[config.mk]
export PLATFORM = sky130hd
export DESIGN_NAME = qam_demult_sync
export DESIGN_NICKNAME = d
export VERILOG_FILES = /design/src/rtl/qam_demult_sync.sv
export SDC_FILE = /design/constraint.sdc
export NUM_CORES = 2
export LEC_CHECK = 0
export CAP_MARGIN = 20
export CORE_MARGIN = 8
export CORE_UTILIZATION = 63
export CTS_CLUSTER_SIZE = 8
export DETAILED_ROUTE_END_ITERATION = 16
export MAX_ROUTING_LAYER = met4
export PLACE_DENSITY = 0.8
export SYNTH_ARGS = -nofsm -noshare
export SYNTH_HDL_FRONTEND = slang
export SYNTH_SLANG_ARGS = --single-unit
[constraint.sdc]
create_clock -name axi_clk -period 7.12 [get_ports axi_clk]
set_clock_uncertainty 0.1 [all_clocks]
set_input_delay 1.78 -clock axi_clk [delete_from_list [all_inputs] [get_ports axi_clk]]
set_output_delay 1.78 -clock axi_clk [all_outputs]
set_load 0.05 [all_outputs]
[src/rtl/qam_demult_sync.sv]
// qam_demult_sync: carrier-synchronised QAM demultiplier.
// Buffers qam samples in a FIFO, starts draining on a carrier zero-phase cycle,
// multiplies each sample by cos and -sin through a MULT_LATENCY-deep pipeline
// and produces scaled, optionally rounded, saturated I/Q plus lock/error status.
//
// Ports:
//   axi_clk, axi_rstn        clock, asynchronous active-low reset
//   qam_valid, qam_data      input sample stream (signed IN_WIDTH)
//   car_valid, car_zero      carrier valid / carrier at zero phase this cycle
//   car_sin, car_cos         signed carrier, Q1.(CAR_WIDTH-1)
//   resync_req               pulse: flush FIFO and drop lock
//   clr_flags                pulse: clear sticky fifo_ovf / fifo_unf
//   dm_valid, dm_i, dm_q     output strobe and signed I/Q (held while !dm_valid)
//   locked                   receiver is in RUN
//   fifo_level               current FIFO occupancy
//   fifo_ovf, fifo_unf       sticky overflow / underflow flags
//   sat_flag                 pulse with dm_valid when either channel clamped
module qam_demult_sync #(
  parameter int unsigned IN_WIDTH     = 13,
  parameter int unsigned CAR_WIDTH    = 8,
  parameter int unsigned OUT_WIDTH    = 13,
  parameter int unsigned FIFO_DEPTH   = 64,
  parameter int unsigned MULT_LATENCY = 4,
  parameter int unsigned ROUND_MODE   = 0
) (
  input  logic                           axi_clk,
  input  logic                           axi_rstn,
  input  logic                           qam_valid,
  input  logic signed [IN_WIDTH-1:0]     qam_data,
  input  logic                           car_valid,
  input  logic                           car_zero,
  input  logic signed [CAR_WIDTH-1:0]    car_sin,
  input  logic signed [CAR_WIDTH-1:0]    car_cos,
  input  logic                           resync_req,
  input  logic                           clr_flags,
  output logic                           dm_valid,
  output logic signed [OUT_WIDTH-1:0]    dm_i,
  output logic signed [OUT_WIDTH-1:0]    dm_q,
  output logic                           locked,
  output logic [$clog2(FIFO_DEPTH):0]    fifo_level,
  output logic                           fifo_ovf,
  output logic                           fifo_unf,
  output logic                           sat_flag
);

  localparam int unsigned AW  = $clog2(FIFO_DEPTH);
  localparam int unsigned LW  = AW + 1;
  localparam int unsigned CW1 = CAR_WIDTH + 1;
  localparam int unsigned PW  = IN_WIDTH + CAR_WIDTH + 1;
  localparam int unsigned SHIFT = CAR_WIDTH - 1;

  localparam logic signed [PW-1:0] RND  = (ROUND_MODE != 0) ? PW'(2 ** (CAR_WIDTH - 2)) : PW'(0);
  localparam logic signed [PW-1:0] OMAX = PW'((2 ** (OUT_WIDTH - 1)) - 1);
  localparam logic signed [PW-1:0] OMIN = PW'(-(2 ** (OUT_WIDTH - 1)));

  typedef enum logic {
    WAIT_ZERO = 1'b0,
    RUN       = 1'b1
  } state_e;

  state_e state_q, state_d;

  logic [AW-1:0] wr_ptr_q, wr_ptr_d;
  logic [AW-1:0] rd_ptr_q, rd_ptr_d;
  logic [LW-1:0] count_q, count_d;
  logic signed [IN_WIDTH-1:0] mem_q [FIFO_DEPTH];

  logic empty_c, full_c;
  logic rd_en_c, wr_en_c;
  logic ovf_set_c, unf_set_c;
  logic ovf_q, ovf_d, unf_q, unf_d;
  logic locked_q;

  // Read stage: sample and the carrier of the same cycle registered together
  logic                        s0_v_q;
  logic signed [IN_WIDTH-1:0]  s0_data_q;
  logic signed [CAR_WIDTH-1:0] s0_cos_q;
  logic signed [CW1-1:0]       s0_nsin_q;
  logic signed [CW1-1:0]       nsin_c;

  logic signed [PW-1:0] prod_i_c, prod_q_c;
  logic                 last_v;
  logic signed [PW-1:0] last_pi, last_pq;
  logic [OUT_WIDTH:0]   si_c, sq_c;

  logic                        dm_valid_q;
  logic signed [OUT_WIDTH-1:0] dm_i_q, dm_q_q;
  logic                        sat_q;

  assign empty_c = (count_q == '0);
  assign full_c  = (count_q == LW'(FIFO_DEPTH));

  // Next-state, FIFO control and flag logic
  always_comb begin
    state_d   = state_q;
    rd_en_c   = 1'b0;
    wr_en_c   = 1'b0;
    ovf_set_c = 1'b0;
    unf_set_c = 1'b0;
    wr_ptr_d  = wr_ptr_q;
    rd_ptr_d  = rd_ptr_q;
    count_d   = count_q;
    ovf_d     = ovf_q;
    unf_d     = unf_q;

    rd_en_c   = car_valid && !empty_c &&
                ((state_q == RUN) || ((state_q == WAIT_ZERO) && car_zero));
    wr_en_c   = qam_valid && (!full_c || rd_en_c) && !resync_req;
    ovf_set_c = qam_valid && full_c && !rd_en_c && !resync_req;
    unf_set_c = (state_q == RUN) && car_valid && empty_c;

    case (state_q)
      WAIT_ZERO: if (car_valid && car_zero && !empty_c) state_d = RUN;
      RUN:       if (!car_valid || empty_c) state_d = WAIT_ZERO;
    endcase

    if (wr_en_c) wr_ptr_d = wr_ptr_q + AW'(1);
    if (rd_en_c) rd_ptr_d = rd_ptr_q + AW'(1);
    if (wr_en_c && !rd_en_c)      count_d = count_q + LW'(1);
    else if (!wr_en_c && rd_en_c) count_d = count_q - LW'(1);

    // Flush overrides any FIFO movement and lock this cycle
    if (resync_req) begin
      state_d  = WAIT_ZERO;
      wr_ptr_d = '0;
      rd_ptr_d = '0;
      count_d  = '0;
    end

    // A new event in the same cycle beats a clear
    if (clr_flags) begin
      ovf_d = 1'b0;
      unf_d = 1'b0;
    end
    if (ovf_set_c) ovf_d = 1'b1;
    if (unf_set_c) unf_d = 1'b1;
  end

  // State, pointers, flags
  always_ff @(posedge axi_clk or negedge axi_rstn) begin
    if (!axi_rstn) begin
      state_q  <= WAIT_ZERO;
      wr_ptr_q <= '0;
      rd_ptr_q <= '0;
      count_q  <= '0;
      ovf_q    <= 1'b0;
      unf_q    <= 1'b0;
      locked_q <= 1'b0;
    end else begin
      state_q  <= state_d;
      wr_ptr_q <= wr_ptr_d;
      rd_ptr_q <= rd_ptr_d;
      count_q  <= count_d;
      ovf_q    <= ovf_d;
      unf_q    <= unf_d;
      locked_q <= (state_d == RUN);
    end
  end

  // Sample storage; contents are don't-care until written
  always_ff @(posedge axi_clk) begin
    if (wr_en_c) mem_q[wr_ptr_q] <= qam_data;
  end

  // -sin at CAR_WIDTH+1 bits so negating the most negative sine is exact
  assign nsin_c = -CW1'(car_sin);

  // Read stage
  always_ff @(posedge axi_clk or negedge axi_rstn) begin
    if (!axi_rstn) begin
      s0_v_q    <= 1'b0;
      s0_data_q <= '0;
      s0_cos_q  <= '0;
      s0_nsin_q <= '0;
    end else begin
      s0_v_q <= rd_en_c;
      if (rd_en_c) begin
        s0_data_q <= mem_q[rd_ptr_q];
        s0_cos_q  <= car_cos;
        s0_nsin_q <= nsin_c;
      end
    end
  end

  // Full-precision products; PW bits hold every product exactly
  assign prod_i_c = PW'(s0_data_q) * PW'(s0_cos_q);
  assign prod_q_c = PW'(s0_data_q) * PW'(s0_nsin_q);

  // MULT_LATENCY-1 product stages; the output register is the final stage
  generate
    if (MULT_LATENCY == 1) begin : g_direct
      assign last_v  = s0_v_q;
      assign last_pi = prod_i_c;
      assign last_pq = prod_q_c;
    end else begin : g_pipe
      localparam int unsigned NS = MULT_LATENCY - 1;
      logic [NS-1:0]        v_q;
      logic signed [PW-1:0] pi_q [NS];
      logic signed [PW-1:0] pq_q [NS];

      always_ff @(posedge axi_clk or negedge axi_rstn) begin
        if (!axi_rstn) begin
          v_q <= '0;
          for (int k = 0; k < int'(NS); k++) begin
            pi_q[k] <= '0;
            pq_q[k] <= '0;
          end
        end else begin
          v_q[0]  <= s0_v_q;
          pi_q[0] <= prod_i_c;
          pq_q[0] <= prod_q_c;
          for (int k = 1; k < int'(NS); k++) begin
            v_q[k]  <= v_q[k-1];
            pi_q[k] <= pi_q[k-1];
            pq_q[k] <= pq_q[k-1];
          end
        end
      end

      assign last_v  = v_q[NS-1];
      assign last_pi = pi_q[NS-1];
      assign last_pq = pq_q[NS-1];
    end
  endgenerate

  // Round (optional), arithmetic shift, clamp; MSB of result flags saturation
  function automatic logic [OUT_WIDTH:0] scale_sat(input logic signed [PW-1:0] p);
    logic signed [PW-1:0] r;
    r = (p + RND) >>> SHIFT;
    if (r > OMAX) return {1'b1, OMAX[OUT_WIDTH-1:0]};
    if (r < OMIN) return {1'b1, OMIN[OUT_WIDTH-1:0]};
    return {1'b0, r[OUT_WIDTH-1:0]};
  endfunction

  assign si_c = scale_sat(last_pi);
  assign sq_c = scale_sat(last_pq);

  // Output stage; I/Q hold their last value between strobes
  always_ff @(posedge axi_clk or negedge axi_rstn) begin
    if (!axi_rstn) begin
      dm_valid_q <= 1'b0;
      dm_i_q     <= '0;
      dm_q_q     <= '0;
      sat_q      <= 1'b0;
    end else begin
      dm_valid_q <= last_v;
      sat_q      <= last_v && (si_c[OUT_WIDTH] || sq_c[OUT_WIDTH]);
      if (last_v) begin
        dm_i_q <= si_c[OUT_WIDTH-1:0];
        dm_q_q <= sq_c[OUT_WIDTH-1:0];
      end
    end
  end

  assign dm_valid   = dm_valid_q;
  assign dm_i       = dm_i_q;
  assign dm_q       = dm_q_q;
  assign sat_flag   = sat_q;
  assign locked     = locked_q;
  assign fifo_level = count_q;
  assign fifo_ovf   = ovf_q;
  assign fifo_unf   = unf_q;

endmodule

==> run_results.csv <==
group,metric,value,unit
status,status,"finished clean",
finish,layout_commonest_cell,"edfxtp_1",
global_routing,grt_pass1_wl,163000,µm
finish,final_cells,3824,
cts,clk_latency,0.73,ns
hold_path,hp-start,"g_pipe.pq_q[36]",
synthesis,synth_ff_type,"edfxtp_1",
die,start_util,0.636,
route,wl_per_cell,28.1,µm
setup_path,cpMaxStageDelayCell,"dfrtp_1",
synthesis,synthArstFlopShare,0.170,
setup_path,startpoint_type,"flip-flop",
timing,period_needed,5.60,ns
finish,syn2layout_area_growth,13.6,%
setup_path,crit_end,"g_pipe.pq_q[65]",
cts,postCtsSetupRepairBufs,0,
cts,cts_root_buffer,"clkbuf_16",
setup_path,reg2reg_depth,17,
timing,tns,0,ns
route,vias_per_cell,6.46,
global_routing,grt_max_degree,104,
timing,relSlewSlack,0.366,
setup_path,cp_data_arrival_time,6.09,ns
setup_path,max_stage_delay,0.69,ns
synthesis,synth_cells,2644,
route,drtPass1Iterations,5,
setup_path,path_cells,"nand2_1 -> fa_1 -> inv_1 -> fa_1 -> inv_1 -> fa_1 -> inv_1 -> fa_1 -> fa_1 -> ha_1 -> inv_1 -> nor4_1 -> o221ai_1 -> o21ai_1 -> a311oi_1 -> o21bai_1 -> xnor2_1",
place,dp_hpwl,61100,µm
synthesis,synth-seq-cells,1003,
global_routing,grt_pass1_vias,26300,
route,drt-initial-drc-count,2889,
cts,cts_resized,0,
place,portBuffers,73,
finish,drive_above_1_share,0.192,
pwr,max-vdd-ir-drop,0.968,mV
setup_path,cp_top_family,"adder cells",
setup_path,reg2reg_slack,1.52,ns
cts,cts_buffer_depth,3,
synthesis,syn_area,45400,µm²
die,rows,98,
cts,cts_inserted_buffers,143,
global_routing,grt-ovfl-total,0,
cts,clk_pin_slew_worst_paths,0.05,ns
timing,finalWorstSetupSlack,1.52,ns
setup_path,path_depth,17,
synthesis,postSynthAreaPerCell,17.2,µm²
cts,tritoncts,"done",
finish,layout_common_cells,"edfxtp_1, mux4_2, inv_1",
synthesis,synth_top_family_by_area,"multiplexers",
timing,holdWs,0.237,ns
synthesis,synth_xor_area_frac,0.0118,
synthesis,synth_warnings,0,
cts,cts.sinks,1003,
timing,worstMarginPinSlew,0.948,ns
setup_path,startpoint,"s0_data_q[7]",
flow_run,cap_violations,0,
timing,finalCritPeriodShare,0.786,
cts,cts_max_level,4,
pwr,power_density,534,nW/µm²
place,place_inst,3609,
timing,rsz0062_at_grt,"no",
global_routing,grt_antenna_before_repair,2,
setup_path,path_class,"reg2reg",
die,die_w,285,µm
die,num_io_pins,74,
setup_path,crit_top_cell,"fa_1",
die,die_area,81000,µm²
route,drc_errors,0,
synthesis,yosysSeqAreaShare,0.644,
global_routing,track_usage,0.277,
setup_path,r2r_end,"g_pipe.pq_q[65]",
route,routed_wl,107000,µm
place,preCtsSetupSlack,1.48,ns
synthesis,synthMuxAreaShare,0.135,
die,die_y,285,µm
timing,setup_violations,0,
route,route.vias.total,24700,
pwr,power_leakage,18.6,nW
synthesis,synth_fa_ha_area_frac,0.106,
setup_path,crit_buf_inv,4,
setup_path,rr_startpoint,"s0_data_q[7]",
cts,cts_hold_buf,0,
timing,finalHoldViolations,0,
finish,fin_nets,3129,
setup_path,crit_fanout,18,
setup_path,critical_path_required,7.61,ns
place,gp_congestion,0.891,
route,detail-route-antenna-nets,0,
timing,final_max_slew_viol_count,0,
synthesis,yosysUniqueCellTypes,57,
synthesis,synth_compound_area_frac,0.0186,
timing,fmax,179,MHz
synthesis,syn_nets,2947,
setup_path,worst_setup_path_end_kind,"flip-flop",
hold_path,hp-class,"reg2reg",
die,coreArea,71500,µm²
synthesis,synthSimpleGateAreaFrac,0.0539,
synthesis,synth-edff-count,832,
[registers in the layout, indices dropped and copies added, names as in the netlist, 3 cells and up]
register and flops:
dm_i 13, dm_q 13, fifo_level 7, g_pipe.pi_q 28
g_pipe.pq_q 30, g_pipe.v_q 3, last_pi 14, last_pq 15
mem_q 832, rd_ptr_q 6, s0_cos_q 8, s0_data_q 13
s0_nsin_q 9, wr_ptr_q 6
[cells by family after synthesis]
kind of cell             count (synthesis)
buffers and inverters                  341
adder cells (fa/ha/maj)                279
flip-flops                            1003
XOR/XNOR                                61
AO/OA/AOI/OAI                          141
AND/OR/NAND/NOR                        518
multiplexers                           301
[cell type report]
cell class | instances | area, µm²
fill | 4129 | 19900
timing repair buffer | 165 | 1490
clock inverter | 10 | 245
inverter | 213 | 800
multi-input combinational | 1300 | 14800
sequential | 1003 | 29300
antenna | 2 | 5.00
clock buffer | 181 | 3830
tap | 950 | 1190
[synthesized netlist by cell type, types with 7 or more instances]
| master | instances | area (µm²) |
|---|---|---|
| nand3_1 | 8 | 40.0 |
| o22ai_1 | 12 | 75.1 |
| nand4_1 | 7 | 43.8 |
| and3_1 | 7 | 43.8 |
| xnor2_1 | 40 | 350 |
| xor2_1 | 21 | 184 |
| o21ai_0 | 14 | 70.1 |
| a21o_1 | 7 | 52.6 |
| edfxtp_1 | 832 | 25000 |
| and2_1 | 112 | 701 |
| dfrtp_1 | 171 | 4280 |
| nor2b_1 | 19 | 119 |
| or3_1 | 7 | 43.8 |
| clkbuf_1 | 80 | 300 |
| a21oi_1 | 34 | 170 |
| nor3_1 | 21 | 105 |
| nand2b_1 | 11 | 68.8 |
| mux4_2 | 247 | 5560 |
| buf_4 | 14 | 105 |
| mux2_2 | 32 | 360 |
| mux2i_1 | 15 | 150 |
| fa_1 | 181 | 3620 |
| o211ai_1 | 14 | 105 |
| mux2_1 | 7 | 78.8 |
| o21ai_1 | 35 | 175 |
| inv_1 | 212 | 796 |
| ha_1 | 86 | 1080 |
| nand2_1 | 164 | 616 |
| buf_1 | 16 | 60.1 |
| buf_2 | 15 | 75.1 |
| nor2_1 | 146 | 548 |
| maj3_1 | 12 | 120 |
[metrics by stage]
stage | area [µm²] | total power, mW | util
finish | 51600 | 27.6 | 0.722
floorplan | 45400 | 18.2 | -
detailed placement | 47300 | 21.5 | 0.662
global route | 51600 | 29.9 | 0.722
CTS | 51400 | 27.9 | 0.719
global placement | 47200 | 21.0 | 0.660
[per-layer routing]
layer  global-route usage  vias to the layer above  part of all wire
met1                0.344                    12800              0.36
met4                0.115                        0             0.042
met5                    -                        -                 0
met2                0.447                     1553              0.50
met3               0.0568                      316             0.094
li1                     -                    10100                 -
[power by group]
group	internal [mW]	switching (mW)
clock network	3.75	2.49
registers	7.05	0.656
logic	6.15	7.48
[worst min path at each step]
stage | endpoint | slack [ns] | cells past startpoint
floorplan | g_pipe.pi_q[29] | 0.23 | 0
global placement | last_pi[9] | 0.23 | 0
detailed placement | last_pi[17] | 0.23 | 0
CTS | last_pq[14] | 0.24 | 0
global route | g_pipe.pq_q[38] | 0.25 | 0
finish | last_pq[14] | 0.24 | 0
Power figures use the tool's default switching activity.
